--- src/rtl/sudoku_uart_rx.sv ---
// rtl/sudoku_uart_rx.sv - 8N1 UART receiver with small receive FIFO and sticky error flags
module sudoku_uart_rx #(
  parameter int DIV_W      = 16,
  parameter int FIFO_DEPTH = 4
) (
  input  logic             wb_clk_i,
  input  logic             wb_rst_i,
  input  logic             enable,
  input  logic [DIV_W-1:0] divisor,
  input  logic             ser_rx,
  output logic [7:0]       rx_data,
  output logic             rx_valid,
  input  logic             rx_ready,
  input  logic             clear_err,
  output logic             overflow,
  output logic             frame_err,
  output logic             irq
);

  localparam int PTR_W = $clog2(FIFO_DEPTH);
  localparam int CNT_W = PTR_W + 1;

  localparam logic [2:0] S_IDLE    = 3'd0;
  localparam logic [2:0] S_START   = 3'd1;
  localparam logic [2:0] S_DATA    = 3'd2;
  localparam logic [2:0] S_STOP    = 3'd3;
  localparam logic [2:0] S_WAIT_HI = 3'd4;

  localparam logic [DIV_W-1:0] MIN_DIV  = DIV_W'(4);
  localparam logic [DIV_W-1:0] DIV_ONE  = DIV_W'(1);
  localparam logic [CNT_W-1:0] FULL_CNT = CNT_W'(FIFO_DEPTH);
  localparam logic [PTR_W-1:0] PTR_ONE  = PTR_W'(1);

  logic             rx_meta_q, rx_meta_d;
  logic             rx_s_q, rx_s_d;
  logic [2:0]       state_q, state_d;
  logic [DIV_W-1:0] cnt_q, cnt_d;
  logic [DIV_W-1:0] div_q, div_d;
  logic [2:0]       bit_q, bit_d;
  logic [7:0]       shift_q, shift_d;
  logic [7:0]       mem_q [FIFO_DEPTH];
  logic [7:0]       mem_d [FIFO_DEPTH];
  logic [PTR_W-1:0] wr_ptr_q, wr_ptr_d;
  logic [PTR_W-1:0] rd_ptr_q, rd_ptr_d;
  logic [CNT_W-1:0] count_q, count_d;
  logic             overflow_q, overflow_d;
  logic             frame_err_q, frame_err_d;
  logic             irq_q, irq_d;

  logic             tick;
  logic [DIV_W-1:0] div_eff;
  logic             push;
  logic             frame_set;
  logic             pop;
  logic             full;
  logic             accept;

  assign rx_data   = mem_q[rd_ptr_q];
  assign rx_valid  = (count_q != '0);
  assign overflow  = overflow_q;
  assign frame_err = frame_err_q;
  assign irq       = irq_q;

  // Two-flop synchroniser for the asynchronous pad
  always_comb begin
    rx_meta_d = ser_rx;
    rx_s_d    = rx_meta_q;
  end

  // Bit timer and frame FSM; disabling aborts any frame in progress
  always_comb begin
    state_d   = state_q;
    cnt_d     = cnt_q;
    div_d     = div_q;
    bit_d     = bit_q;
    shift_d   = shift_q;
    push      = 1'b0;
    frame_set = 1'b0;
    tick      = (cnt_q == '0);
    div_eff   = (divisor < MIN_DIV) ? MIN_DIV : divisor;

    if (state_q != S_IDLE) begin
      cnt_d = tick ? (div_q - DIV_ONE) : (cnt_q - DIV_ONE);
    end

    case (state_q)
      S_IDLE: begin
        if (!rx_s_q) begin
          div_d   = div_eff;
          cnt_d   = div_eff >> 1;
          state_d = S_START;
        end
      end
      S_START: begin
        if (tick) begin
          if (!rx_s_q) begin
            state_d = S_DATA;
            bit_d   = 3'd0;
          end else begin
            state_d = S_IDLE;
          end
        end
      end
      S_DATA: begin
        if (tick) begin
          shift_d = {rx_s_q, shift_q[7:1]};
          bit_d   = bit_q + 3'd1;
          if (bit_q == 3'd7) state_d = S_STOP;
        end
      end
      S_STOP: begin
        if (tick) begin
          if (rx_s_q) begin
            push    = 1'b1;
            state_d = S_IDLE;
          end else begin
            frame_set = 1'b1;
            state_d   = S_WAIT_HI;
          end
        end
      end
      S_WAIT_HI: begin
        if (rx_s_q) state_d = S_IDLE;
      end
      default: state_d = S_IDLE;
    endcase

    if (!enable) begin
      state_d   = S_IDLE;
      push      = 1'b0;
      frame_set = 1'b0;
    end
  end

  // FIFO bookkeeping; a same-cycle pop makes room for a push into a full FIFO
  always_comb begin
    pop      = rx_valid & rx_ready;
    full     = (count_q == FULL_CNT);
    accept   = push & (~full | pop);
    mem_d    = mem_q;
    wr_ptr_d = wr_ptr_q;
    rd_ptr_d = rd_ptr_q;
    if (accept) begin
      mem_d[wr_ptr_q] = shift_q;
      wr_ptr_d        = wr_ptr_q + PTR_ONE;
    end
    if (pop) begin
      rd_ptr_d = rd_ptr_q + PTR_ONE;
    end
    count_d = count_q + {{(CNT_W-1){1'b0}}, accept} - {{(CNT_W-1){1'b0}}, pop};
  end

  // Sticky flags (set beats clear) and registered interrupt
  always_comb begin
    overflow_d  = (overflow_q & ~clear_err) | (push & full & ~pop);
    frame_err_d = (frame_err_q & ~clear_err) | frame_set;
    irq_d       = rx_valid | overflow_q | frame_err_q;
  end

  // State registers
  always_ff @(posedge wb_clk_i or posedge wb_rst_i) begin
    if (wb_rst_i) begin
      rx_meta_q   <= 1'b1;
      rx_s_q      <= 1'b1;
      state_q     <= S_IDLE;
      cnt_q       <= '0;
      div_q       <= MIN_DIV;
      bit_q       <= '0;
      shift_q     <= '0;
      for (int i = 0; i < FIFO_DEPTH; i++) mem_q[i] <= '0;
      wr_ptr_q    <= '0;
      rd_ptr_q    <= '0;
      count_q     <= '0;
      overflow_q  <= 1'b0;
      frame_err_q <= 1'b0;
      irq_q       <= 1'b0;
    end else begin
      rx_meta_q   <= rx_meta_d;
      rx_s_q      <= rx_s_d;
      state_q     <= state_d;
      cnt_q       <= cnt_d;
      div_q       <= div_d;
      bit_q       <= bit_d;
      shift_q     <= shift_d;
      mem_q       <= mem_d;
      wr_ptr_q    <= wr_ptr_d;
      rd_ptr_q    <= rd_ptr_d;
      count_q     <= count_d;
      overflow_q  <= overflow_d;
      frame_err_q <= frame_err_d;
      irq_q       <= irq_d;
    end
  end

endmodule
--- config.mk ---
export PLATFORM = sky130hd
export DESIGN_NAME = sudoku_uart_rx
export DESIGN_NICKNAME = d
export VERILOG_FILES = /design/src/rtl/sudoku_uart_rx.sv
export SDC_FILE = /design/constraint.sdc
export NUM_CORES = 1
export LEC_CHECK = 0
export CORE_UTILIZATION = 35
export CTS_CLUSTER_SIZE = 14
export DETAILED_ROUTE_END_ITERATION = 8
export PLACE_DENSITY = 0.57
export SKIP_LAST_GASP = 1
export SYNTH_ARGS = -nofsm -noshare
export SYNTH_HDL_FRONTEND = slang
export SYNTH_SLANG_ARGS = --single-unit
--- constraint.sdc ---
create_clock -name wb_clk_i -period 4 [get_ports wb_clk_i]
set_clock_uncertainty 0.05 [all_clocks]
set_input_delay 0.6 -clock wb_clk_i [delete_from_list [all_inputs] [get_ports wb_clk_i]]
set_output_delay 0.6 -clock wb_clk_i [all_outputs]
set_load 0.01 [all_outputs]
# --- Yosys cells after proc, flatten, opt, wreduce, memory -nomap -nowiden ---
# Cells that the tools add are included.
word_totals:
  register_bits: 90
  in_bits: 22
  out_inout_bits: 12
classes:
  n_addsub: 7
  magnitude_cmp: 4
  n_eq_ne: 15
  muxes: 33
  bitwise: 17
  n_reduce_logical: 10
op_table:
  columns: ["op", "count"]
  rows:
  - ["$mux W16", 5]
  - ["$mux W3", 11]
  - ["$bwmux W32", 1]
  - ["$sub A16 B1 Y16 const B", 2]
  - ["$mux W8", 3]
  - ["$ne A3 B3 Y1 const B", 6]
  - ["$bmux W8 S2", 1]
  - ["$demux W8 S2", 1]
  - ["$logic_not A16 Y1", 1]
  - ["$lt A16 B3 Y1 const B", 1]
  - ["$pmux W3 S5", 1]
  - ["$eq A3 B3 Y1 const B", 3]
  - ["$mux W1", 8]
  - ["$and A1 B1 Y1", 6]
  - ["$eq A3 B2 Y1 const B", 2]
  - ["$ge A3 B3 Y1 const B", 2]
  - ["$ne A2 B2 Y1 const B", 3]
  - ["$not A2 Y3", 2]
  - ["$pmux W3 S2", 1]
  - ["$reduce_and A6 Y1", 1]
  - ["$reduce_bool A3 Y1", 2]
  - ["$or A1 B1 Y1", 5]
  - ["$add A2 B1 Y2 const B", 2]
  - ["$not A1 Y1", 4]
  - ["11 further kinds", 12]

# --- Longest topological paths before layout ---
# Gate-level depths: netlist of run 1.
logic_depth:
  depth_word: 7
  mapped_depth: 12
  ltp_nobuf: 10

# --- Worst setup path before layout of run 1 ---
# No wires, ideal clock.
synth_timing:
  path_type: "register -> register"
  from: "reg cnt_q[2]"
  to: "reg cnt_q[8]"
  arrival_time_ns: 2.650
  required_ns: 3.814
  path_slack_ns: 1.163
  stages_incl_launch_ff: 13
  path_buffers: 2
  synth_period_minus_slack_ns: 2.837
  cell_sequence: "dfrtp_1 > nor3_1 > nand4_1 > nor2_1 > clkbuf_1 > clkbuf_1 > a21oi_1 > ha_1 > nand3_1 > a21oi_1 > mux2_2 > a211oi_1 > a21oi_1"
synth_via:
  elab_chain_len: 5
  elab_cells_between_ends: 6
  cone_classes: "add/sub (1); mux (4); reduce/logical (1)"
synth_lines:
  columns: ["item", "line_no", "text"]
  rows:
  - ["start, declared", "37", "logic [DIV_W-1:0] cnt_q, cnt_d;"]
  - ["start signal, assigned", "181", "cnt_q <= cnt_d;"]
  - ["$sub A16 B1 Y16 or $logic_not A16 Y1 (tied branches)", "83, 79", null]
  - ["$mux W16 *", "83", "cnt_d = tick ? (div_q - DIV_ONE) : (cnt_q - DIV_ONE);"]
  - ["$mux W16 *", "82", "if (state_q != S_IDLE) begin"]
  - ["$mux W16", "88", "if (!rx_s_q) begin"]
  - ["$mux W16 *", "86", "case (state_q)"]
  - ["named net cnt_d[8]", "37", null]
# The timed path passes the listed nets; every way through them passes the cells marked *.
# A chain may end at the register's enable or synchronous reset.

# --- Worst setup path in the final report of run 1 ---
layout_timing:
  from: "reg cnt_q[11]"
  to: "reg cnt_q[12]"
# Same word-level chain as after synthesis.

==> metrics, run 1 <==
Gate Count Post-Synth 428; largest net degree at the start of global routing 58; ratio of final minimum period to clock period 76.5%; leakage 2.42 nW; drt initial violations 195; worst skew pair latency 350 ps; Syn Area/Cell 10.7 um2; GRT Overall Usage 17.2%; VDD IR max 0.248 mV; drt total wl 10400 um; Hold Violations, Final 0; Syn-to-layout area delta 18.3%; Power Total 2.38 mW; Final Non-Filler Cells 636; Horiz. Die Dim 117 um; Post-CTS Setup Repair Bufs 0; CTS Root Buffer Type clkbuf_16; Worst Setup Start Kind register; total CTS buffers 9; Die ar. 0.0136 mm2; CTS-repair resized insts 0; outcome finished, final reports clean; Area contributors post-synth dfrtp_1 (47%), mux2_2 (9.1%), nand2_1 (5.6%); Starting Density 36.1%; Hold Path Class reg2reg; Core Region 0.0127 mm2; # placed instances 620; WP data required 4220 ps; TNS Setup 0 ps; via density per instance 5.37; # clock sinks 90; clock slew at reported path FFs 60 ps; first-pass GRT wire length 17800 um; CP Max Fanout 10; RD Place Congestion 0.872; IO Count 34; CTS tree built; EDFF count, synth 0; H-tree levels 3; Slew headroom 24.1%; min Tclk post-route 3060 ps; drt drc 0; kind of critical path reg2reg; Seq/Total Area, Yosys 49.1%; fin area 0.00544 mm2; post-synth top area cell dfrtp_1; share of layout cells above drive strength 1 18.8%; Longest Clk Path Bufs 2; final worst slack 942 ps; Worst Max-Slew Pin Slew 1140 ps; drt first pass iters 4; RSZ-0062 raised after global routing false; final slew viol count 0; Site Rows 41; Syn Nets 460; pwr dens 438 mW/mm2; Synth top area share 47.4%; worst hold slack 306 ps; DP HPWL 7160 um; post-DR wirelength/cell 16.4 um; Routed Antenna Nets 0; number of synthesized register bits 90; Post-Syn Area 0.00460 mm2; ant diodes 0; Post-Route Utilization 42.7%; cts hold-fix bufs 0; fraction of registers with async set or reset after synthesis 100%; initial antenna violation count 0; placed cell area 0.00511 mm2; CP endpoint kind register; vias 3413; Synth Warn # 0; vias in the first global route 3471; Final Setup Violations 0; nets 491; grt total ovfl 0; post-synthesis cell type count 55; pre-CTS WS 975 ps; Vert. Die Dim 117 um; # Max-Cap Violations 0; top_reg_cell synth dfrtp_1; PortBufs 33; CP arrival 3280 ps; Max Clk Rate 0.327 GHz
cell usage in the layout, fill, tap and decap left out, drive strengths merged, types with 12 or more instances in the layout:
cell           Yosys  layout
dfrtp             87      87
nor2              24      24
clkbuf            15      12
nor3              14      14
nand2             73      73
o21ai             12      12
mux2              43      43
a21oi             26      26
clkdlybuf4s50      0      33
power breakdown:
group	internal, mW	switching [mW]	total, mW	leakage (nW)
Combinational	0.178	0.167	0.345	1.12
Clock	0.541	0.363	0.904	0.160
Sequential	0.994	0.141	1.13	1.15
layer usage:
layer | vias to the layer above | track usage (%) | share of wire, % | routed length, um
met1 | 1674 | 21.9 | 44 | 4620
li1 | 1620 | - | - | -
met5 | - | 0 | 0 | 0
met2 | 103 | 28.2 | 49 | 5090
met4 | 0 | 5.57 | 1.5 | 156
met3 | 16 | 4.88 | 5.2 | 543
state kept, by name, summed over array words and instances (netlist names), 3 cells and up:
name / count
mem_q: 32
cnt_q: 16
div_q: 16
shift_q: 8
bit_q: 3
count_q: 3
state_q: 3
layout make-up:
type | count | area (um2)
clock inverter | 4 | 56.3
inverter | 8 | 31.3
timing repair buffer | 38 | 368
tap | 172 | 215
multi-input combinational | 312 | 2240
fill | 1272 | 7280
clock buffer | 12 | 267
sequential | 90 | 2260
final timing paths:
path | cells past startpoint | startpoint | to | slack (ps)
worst min register to register | 0 | rx_meta_q$_DFF_PP1_ | rx_s_q$_DFF_PP1_ | 310
min in group asynchronous | 2 | wb_rst_i | irq$_DFF_PP0_ | 720
worst min-delay path | 0 | rx_meta_q$_DFF_PP1_ | rx_s_q$_DFF_PP1_ | 310
worst max-delay path | 10 | cnt_q[11]$_DFF_PP0_ | cnt_q[12]$_DFF_PP0_ | 940
worst max register to register | 10 | cnt_q[11]$_DFF_PP0_ | cnt_q[12]$_DFF_PP0_ | 940
max in group asynchronous | 3 | wb_rst_i | mem_q[7]$_DFFE_PP0P_ | 2360
logic make-up (layout without fill, tap and decap cells):
logic type	count (synthesis)	count (layout)	synth area share, %
AO/OA/AOI/OAI	78	78	10.6
XOR/XNOR	9	9	1.71
adder cells (fa/ha/maj)	10	10	2.89
buffers and inverters	26	62	2.20
flip-flops	90	90	49.1
multiplexers	54	54	15.4
AND/OR/NAND/NOR	161	161	18.1
cell usage after synthesis, types with 3 or more instances:
library cell and count:
mux4_2 8, a31oi_1 10, dfrtp_1 87, nand3_1 4
o22ai_1 9, nand2_1 68, xor2_1 3, mux2_2 37
ha_1 9, nand2b_1 9, nand4_1 3, mux2i_1 3
nand2_4 5, a21oi_1 26, nor3_1 13, xnor2_1 6
dfstp_2 3, o21ai_0 12, nor2_1 24, or3_1 9
clkbuf_1 15, inv_1 8, mux2_4 4, nor4_1 9
critical path, stage by stage (launching register included):
cell	delay, ps
dfrtp_1	460
nor4_4	390
nand4_1	200
nor2_1	510
a21oi_1	190
ha_1	290
nand3_1	100
a21oi_1	100
o211ai_1	190
mux2_2	360
a21oi_1	140
No activity file was read; power rests on OpenSTA's default activity.
==> run 2: changes to the inputs <==
==> constraint.sdc (replaced) <==
create_clock -name wb_clk_i -period 3 [get_ports wb_clk_i]
set_clock_uncertainty 0.05 [all_clocks]
set_input_delay 0.45 -clock wb_clk_i [delete_from_list [all_inputs] [get_ports wb_clk_i]]
set_output_delay 0.45 -clock wb_clk_i [all_outputs]
set_load 0.01 [all_outputs]
==> metrics, run 2 (synthesis results as in run 1) <==
outcome finished, final reports clean (unchanged); crit-path max cell delay 480 ps (was 510 ps); RD Place Congestion 0.878 (was 0.872); Horiz. Die Dim 117 um (unchanged); critical-path cell list nor4_4, nand4_1, nor2_1, a21oi_1, ha_1, nand3_1, a21oi_1, mux2_2, a211oi_1, a21oi_1 (was nor4_4, nand4_1, nor2_1, a21oi_1, ha_1, nand3_1, a21oi_1, o211ai_1, mux2_2, a21oi_1); commonest non-fill, non-tap cell in the layout dfrtp_1 (unchanged); leakage 2.48 nW (was 2.42 nW); Worst Setup Start Kind register (unchanged); Post-CTS Setup Repair Bufs 0 (unchanged); PortBufs 33 (unchanged); ant diodes 0 (unchanged); first-pass GRT wire length 18100 um (was 17800 um); Worst Path Buf+Inv 0 (unchanged); via density per instance 5.32 (was 5.37); Syn-to-layout area delta 20.3% (was 18.3%); Vert. Die Dim 117 um (unchanged); Final Non-Filler Cells 646 (was 636); Slew headroom 59.3% (was 24.1%); # placed instances 630 (was 620); # fillers 1278 (was 1272); TNS Setup 0 ps (unchanged); register name with the most flops mem_q (unchanged); Hold Violations, Final 0 (unchanged); highest-count cells in the layout ignoring fill and taps dfrtp_1 (87), nand2_1 (68), mux2_2 (37) (unchanged); vias in the first global route 3508 (was 3471); CP endpoint kind register (unchanged); Final Setup Violations 0 (unchanged); total CTS buffers 9 (unchanged); CTS Root Buffer Type clkbuf_16 (unchanged); clock slew at reported path FFs 70 ps (was 60 ps); DP HPWL 7350 um (was 7160 um); post-DR wirelength/cell 16.6 um (was 16.4 um); CP Max Fanout 6 (was 10); kind of critical path reg2reg (unchanged); nets 501 (was 491); drt first pass iters 4 (unchanged); vias 3434 (was 3413); CTS-repair resized insts 0 (unchanged); Hold Path Class reg2reg (unchanged); final worst slack 326 ps (was 942 ps); share of layout cells above drive strength 1 20.5% (was 18.8%); grt total ovfl 0 (unchanged); drt initial violations 180 (was 195); WP data required 3180 ps (was 4220 ps); final slew viol count 0 (unchanged); Longest Clk Path Bufs 2 (unchanged); worst hold slack 308 ps (was 306 ps); # Max-Cap Violations 0 (unchanged); worst skew pair latency 350 ps (about the same); placed cell area 0.00520 mm2 (was 0.00511 mm2); ratio of final minimum period to clock period 89.1% (was 76.5%); CP max stage cell dfrtp_1 (was nor2_1); fin area 0.00553 mm2 (was 0.00544 mm2); min Tclk post-route 2670 ps (was 3060 ps); Site Rows 41 (unchanged); Routed Antenna Nets 0 (unchanged); multi-input logic area 0.00224 mm2 (unchanged); Die ar. 0.0136 mm2 (unchanged); pwr dens 587 mW/mm2 (was 438 mW/mm2); CP Depth 10 (unchanged); Worst path most repeated cell a21oi_1 (unchanged); drt drc 0 (unchanged); CTS tree built (unchanged); biggest regs mem_q: 32 flops, cnt_q: 16 flops, div_q: 16 flops (unchanged); largest net degree at the start of global routing 91 (was 58); # clock sinks 90 (unchanged); GRT Overall Usage 17.7% (was 17.2%); IO Count 34 (unchanged); cts hold-fix bufs 0 (unchanged); delay-heaviest family, CP compound AO/OA/AOI/OAI gates (was simple AND/OR/NAND/NOR gates); Largest register FFs 32 (unchanged); Post-Route Utilization 43.5% (was 42.7%); RSZ-0062 raised after global routing false (unchanged); Worst Max-Slew Pin Slew 610 ps (was 1140 ps); initial antenna violation count 0 (unchanged); Power Total 3.25 mW (was 2.38 mW); cell depth of the worst flop-to-flop path 10 (unchanged); hold path depth 0 (unchanged); Core Region 0.0127 mm2 (unchanged); Starting Density 36.1% (unchanged); register area 0.00226 mm2 (unchanged); VDD IR max 0.319 mV (was 0.248 mV); CP arrival 2850 ps (was 3280 ps); pre-CTS WS 240 ps (was 975 ps); Max Clk Rate 0.374 GHz (was 0.327 GHz); drt total wl 10700 um (was 10400 um); H-tree levels 3 (unchanged)
## run 2: changes by cell type in the layout (fill, tap and decap cells not counted), sizes merged
cell	change
buf	+10
clkbuf	-3
clkinv	+2
bufinv	+1
## run 2: where the power goes
| part | switching, mW | internal (mW) |
|---|---|---|
| combinational | 0.260 | 0.264 |
| sequential | 0.160 | 1.33 |
| clock | 0.499 | 0.737 |
## run 2: path summary, 6_finish.rpt
check | slack, ps | to | from
setup / recovery | 330 | cnt_q[8]$_DFF_PP0_ | cnt_q[10]$_DFF_PP0_
hold / removal | 310 | rx_s_q$_DFF_PP1_ | rx_meta_q$_DFF_PP1_
setup reg to reg | 330 | cnt_q[8]$_DFF_PP0_ | cnt_q[10]$_DFF_PP0_
hold reg to reg | 310 | rx_s_q$_DFF_PP1_ | rx_meta_q$_DFF_PP1_
max in group asynchronous | 2020 | mem_q[20]$_DFFE_PP0P_ | wb_rst_i
min in group asynchronous | 450 | irq$_DFF_PP0_ | wb_rst_i
## run 2: area by class of cell
| cell class | instances | area share, % |
|---|---|---|
| tap | 172 | 3.89 |
| sequential | 90 | 40.8 |
| timing repair buffer | 48 | 8.24 |
| multi-input combinational | 312 | 40.6 |
| clock inverter | 7 | 1.81 |
| clock buffer | 9 | 4.07 |
| inverter | 8 | 0.566 |
## run 2: metal layers
layer	vias to the layer above	part of all wire [%]	global-route usage [%]
met4	0	1.7	6.08
met2	60	49	29.9
met3	15	3.6	4.31
met5	-	0	0
li1	1637	-	-
met1	1722	45	22.0
==> run 3: changes to the inputs <==
--- a/config.mk
+++ b/config.mk
@@ -5,11 +5,12 @@
 export SDC_FILE = /design/constraint.sdc
 export NUM_CORES = 1
 export LEC_CHECK = 0
-export CORE_UTILIZATION = 35
+export CORE_UTILIZATION = 63
 export CTS_CLUSTER_SIZE = 14
 export DETAILED_ROUTE_END_ITERATION = 8
-export PLACE_DENSITY = 0.57
+export PLACE_DENSITY = 0.9
 export SKIP_LAST_GASP = 1
+export SLEW_MARGIN = 0
 export SYNTH_ARGS = -nofsm -noshare
 export SYNTH_HDL_FRONTEND = slang
 export SYNTH_SLANG_ARGS = --single-unit
==> constraint.sdc (replaced) <==
create_clock -name wb_clk_i -period 3.3 [get_ports wb_clk_i]
set_clock_uncertainty 0.05 [all_clocks]
set_input_delay 0.495 -clock wb_clk_i [delete_from_list [all_inputs] [get_ports wb_clk_i]]
set_output_delay 0.495 -clock wb_clk_i [all_outputs]
set_load 0.01 [all_outputs]
==> metrics, run 3 (synthesis results as in run 1) <==
nets 494 (was 501); Syn-to-layout area delta 14.5% (was 20.3%); Max Clk Rate 0.364 GHz; CTS Root Buffer Type clkbuf_8 (was clkbuf_16); # Max-Cap Violations 0 (unchanged); cell depth of the worst flop-to-flop path 10 (unchanged); Die ar. 0.00764 mm2 (was 0.0136 mm2); pwr dens 495 mW/mm2 (was 587 mW/mm2); ratio of final minimum period to clock period 83.2%; hold path depth 0 (unchanged); hold endpoint rx_s_q$_DFF_PP1_ (unchanged); worst hold slack 311 ps (was 308 ps); cts hold-fix bufs 0 (unchanged); CTS-repair resized insts 0 (unchanged); register area 0.00226 mm2 (unchanged); vias in the first global route 3648 (was 3508); Hold Violations, Final 0 (unchanged); grt total ovfl 0 (unchanged); Routed Antenna Nets 0 (unchanged); biggest regs mem_q: 32 flops, cnt_q: 16 flops, div_q: 16 flops (unchanged); GRT Overall Usage 30.8% (was 17.7%); H-tree levels 3 (unchanged); total CTS buffers 9 (unchanged); Final Setup Violations 0 (unchanged); reg-to-reg startpoint cnt_q[4]$_DFF_PP0_ (was cnt_q[10]$_DFF_PP0_); drt first pass iters 5 (was 4); RD Place Congestion 0.922 (was 0.878); final slew viol count 0 (unchanged); ant diodes 0 (unchanged); RSZ-0062 raised after global routing false (unchanged); PortBufs 33 (unchanged); register name with the most flops mem_q (unchanged); hold_sp rx_meta_q$_DFF_PP1_ (unchanged); largest net degree at the start of global routing 91 (unchanged); CP Max Fanout 10 (was 6); drt drc 0 (unchanged); drt initial violations 308 (was 180); Post-CTS Setup Repair Bufs 0 (unchanged); clock slew at reported path FFs 90 ps (was 70 ps); share of layout cells above drive strength 1 19.3% (was 20.5%); TNS Setup 0 ps (unchanged); IO Count 34 (unchanged); Post-Route Utilization 76.2% (was 43.5%); via density per instance 6.49 (was 5.32); Core Region 0.00691 mm2 (was 0.0127 mm2); reg2reg end cnt_q[8]$_DFF_PP0_ (unchanged); drt total wl 10600 um (was 10700 um); kind of critical path reg2out (was reg2reg); CP arrival 2200 ps (was 2850 ps); first-pass GRT wire length 17800 um (was 18100 um); # clock sinks 90 (unchanged); DP HPWL 7120 um (was 7350 um); commonest non-fill, non-tap cell in the layout dfrtp_1 (unchanged); Vert. Die Dim 87.4 um (was 117 um); min Tclk post-route 2750 ps; Worst Setup Start Kind register (unchanged); pre-CTS WS 412 ps (was 240 ps); post-DR wirelength/cell 18.9 um (was 16.6 um); CP endpoint kind output port (was register); Starting Density 66.6% (was 36.1%); highest-count cells in the layout ignoring fill and taps dfrtp_1 (87), nand2_1 (68), mux2_2 (37) (unchanged); vias 3652 (was 3434); worst skew pair latency 370 ps (was 350 ps); VDD IR max 0.261 mV (was 0.319 mV); slack of the worst reg-to-reg path 640 ps (was 330 ps); Slew headroom 35.7% (was 59.3%); Worst Max-Slew Pin Slew 959 ps (was 610 ps); Largest register FFs 32 (unchanged); Longest Clk Path Bufs 2 (unchanged); Site Rows 30 (was 41); final worst slack 553 ps (was 326 ps); Horiz. Die Dim 87.4 um (was 117 um); outcome finished, final reports clean (unchanged); WP data required 2750 ps (was 3180 ps); Hold Path Class reg2reg (unchanged); initial antenna violation count 0 (unchanged); # fillers 450 (was 1278); multi-input logic area 0.00224 mm2 (unchanged); CTS tree built (unchanged); leakage 2.39 nW (was 2.48 nW)
run 3: through the flow:
stage / cells / cell area (um2) / power [mW]
4_1_cts: 563 / 5270 / 2.61
2_1_floorplan: 428 / 4600 / 1.66
6_report: 563 / 5270 / 2.61
3_5_place_dp: 547 / 5050 / 1.82
3_3_place_gp: 547 / 5050 / 1.79
5_1_grt: 563 / 5270 / 2.72
run 3: power by group:
part | switching [mW] | total [mW] | internal, mW | leakage [nW]
logic | 0.209 | 0.430 | 0.220 | 1.14
clock network | 0.418 | 0.800 | 0.382 | 0.109
registers | 0.173 | 1.38 | 1.20 | 1.15
total | 0.801 | 2.61 | 1.80 | 2.39
run 3: worst max path at each step:
| stage | slack [ps] | startpoint | cells after the start | endpoint |
|---|---|---|---|---|
| 2_1_floorplan | 420 | wb_rst_i | 1 | bit_q[0]$_DFFE_PP0P_ |
| 3_3_place_gp | 570 | enable | 11 | count_q[2]$_DFF_PP0_ |
| 3_5_place_dp | 410 | enable | 11 | count_q[2]$_DFF_PP0_ |
| 4_1_cts | 530 | rd_ptr_q[0]$_DFFE_PP0P_ | 2 | rx_data[2] |
| 5_1_grt | 360 | cnt_q[7]$_DFF_PP0_ | 10 | cnt_q[8]$_DFF_PP0_ |
| 6_report | 550 | rd_ptr_q[0]$_DFFE_PP0P_ | 2 | rx_data[2] |
run 3: worst max-delay path, cell delays in order, from the launching register on:
cell,delay [ps]
dfrtp_1,740
mux4_2,600
clkdlybuf4s50_1,490
run 3: final cells by class:
type	count	area share (%)
flip-flops and latches	90	42.8
multi-input cells	312	42.6
repair buffers	41	7.65
clock buffers	10	2.61
well taps	96	2.28
clock inverters	6	1.38
inverters	8	0.594
run 3: routing by layer:
layer,vias to the layer above,global-route usage [%],part of all wire (%)
met5,-,0,0
met4,0,16.4,3.8
met3,61,3.70,6.9
met2,182,53.6,50
met1,1782,37.7,39
li1,1627,-,-
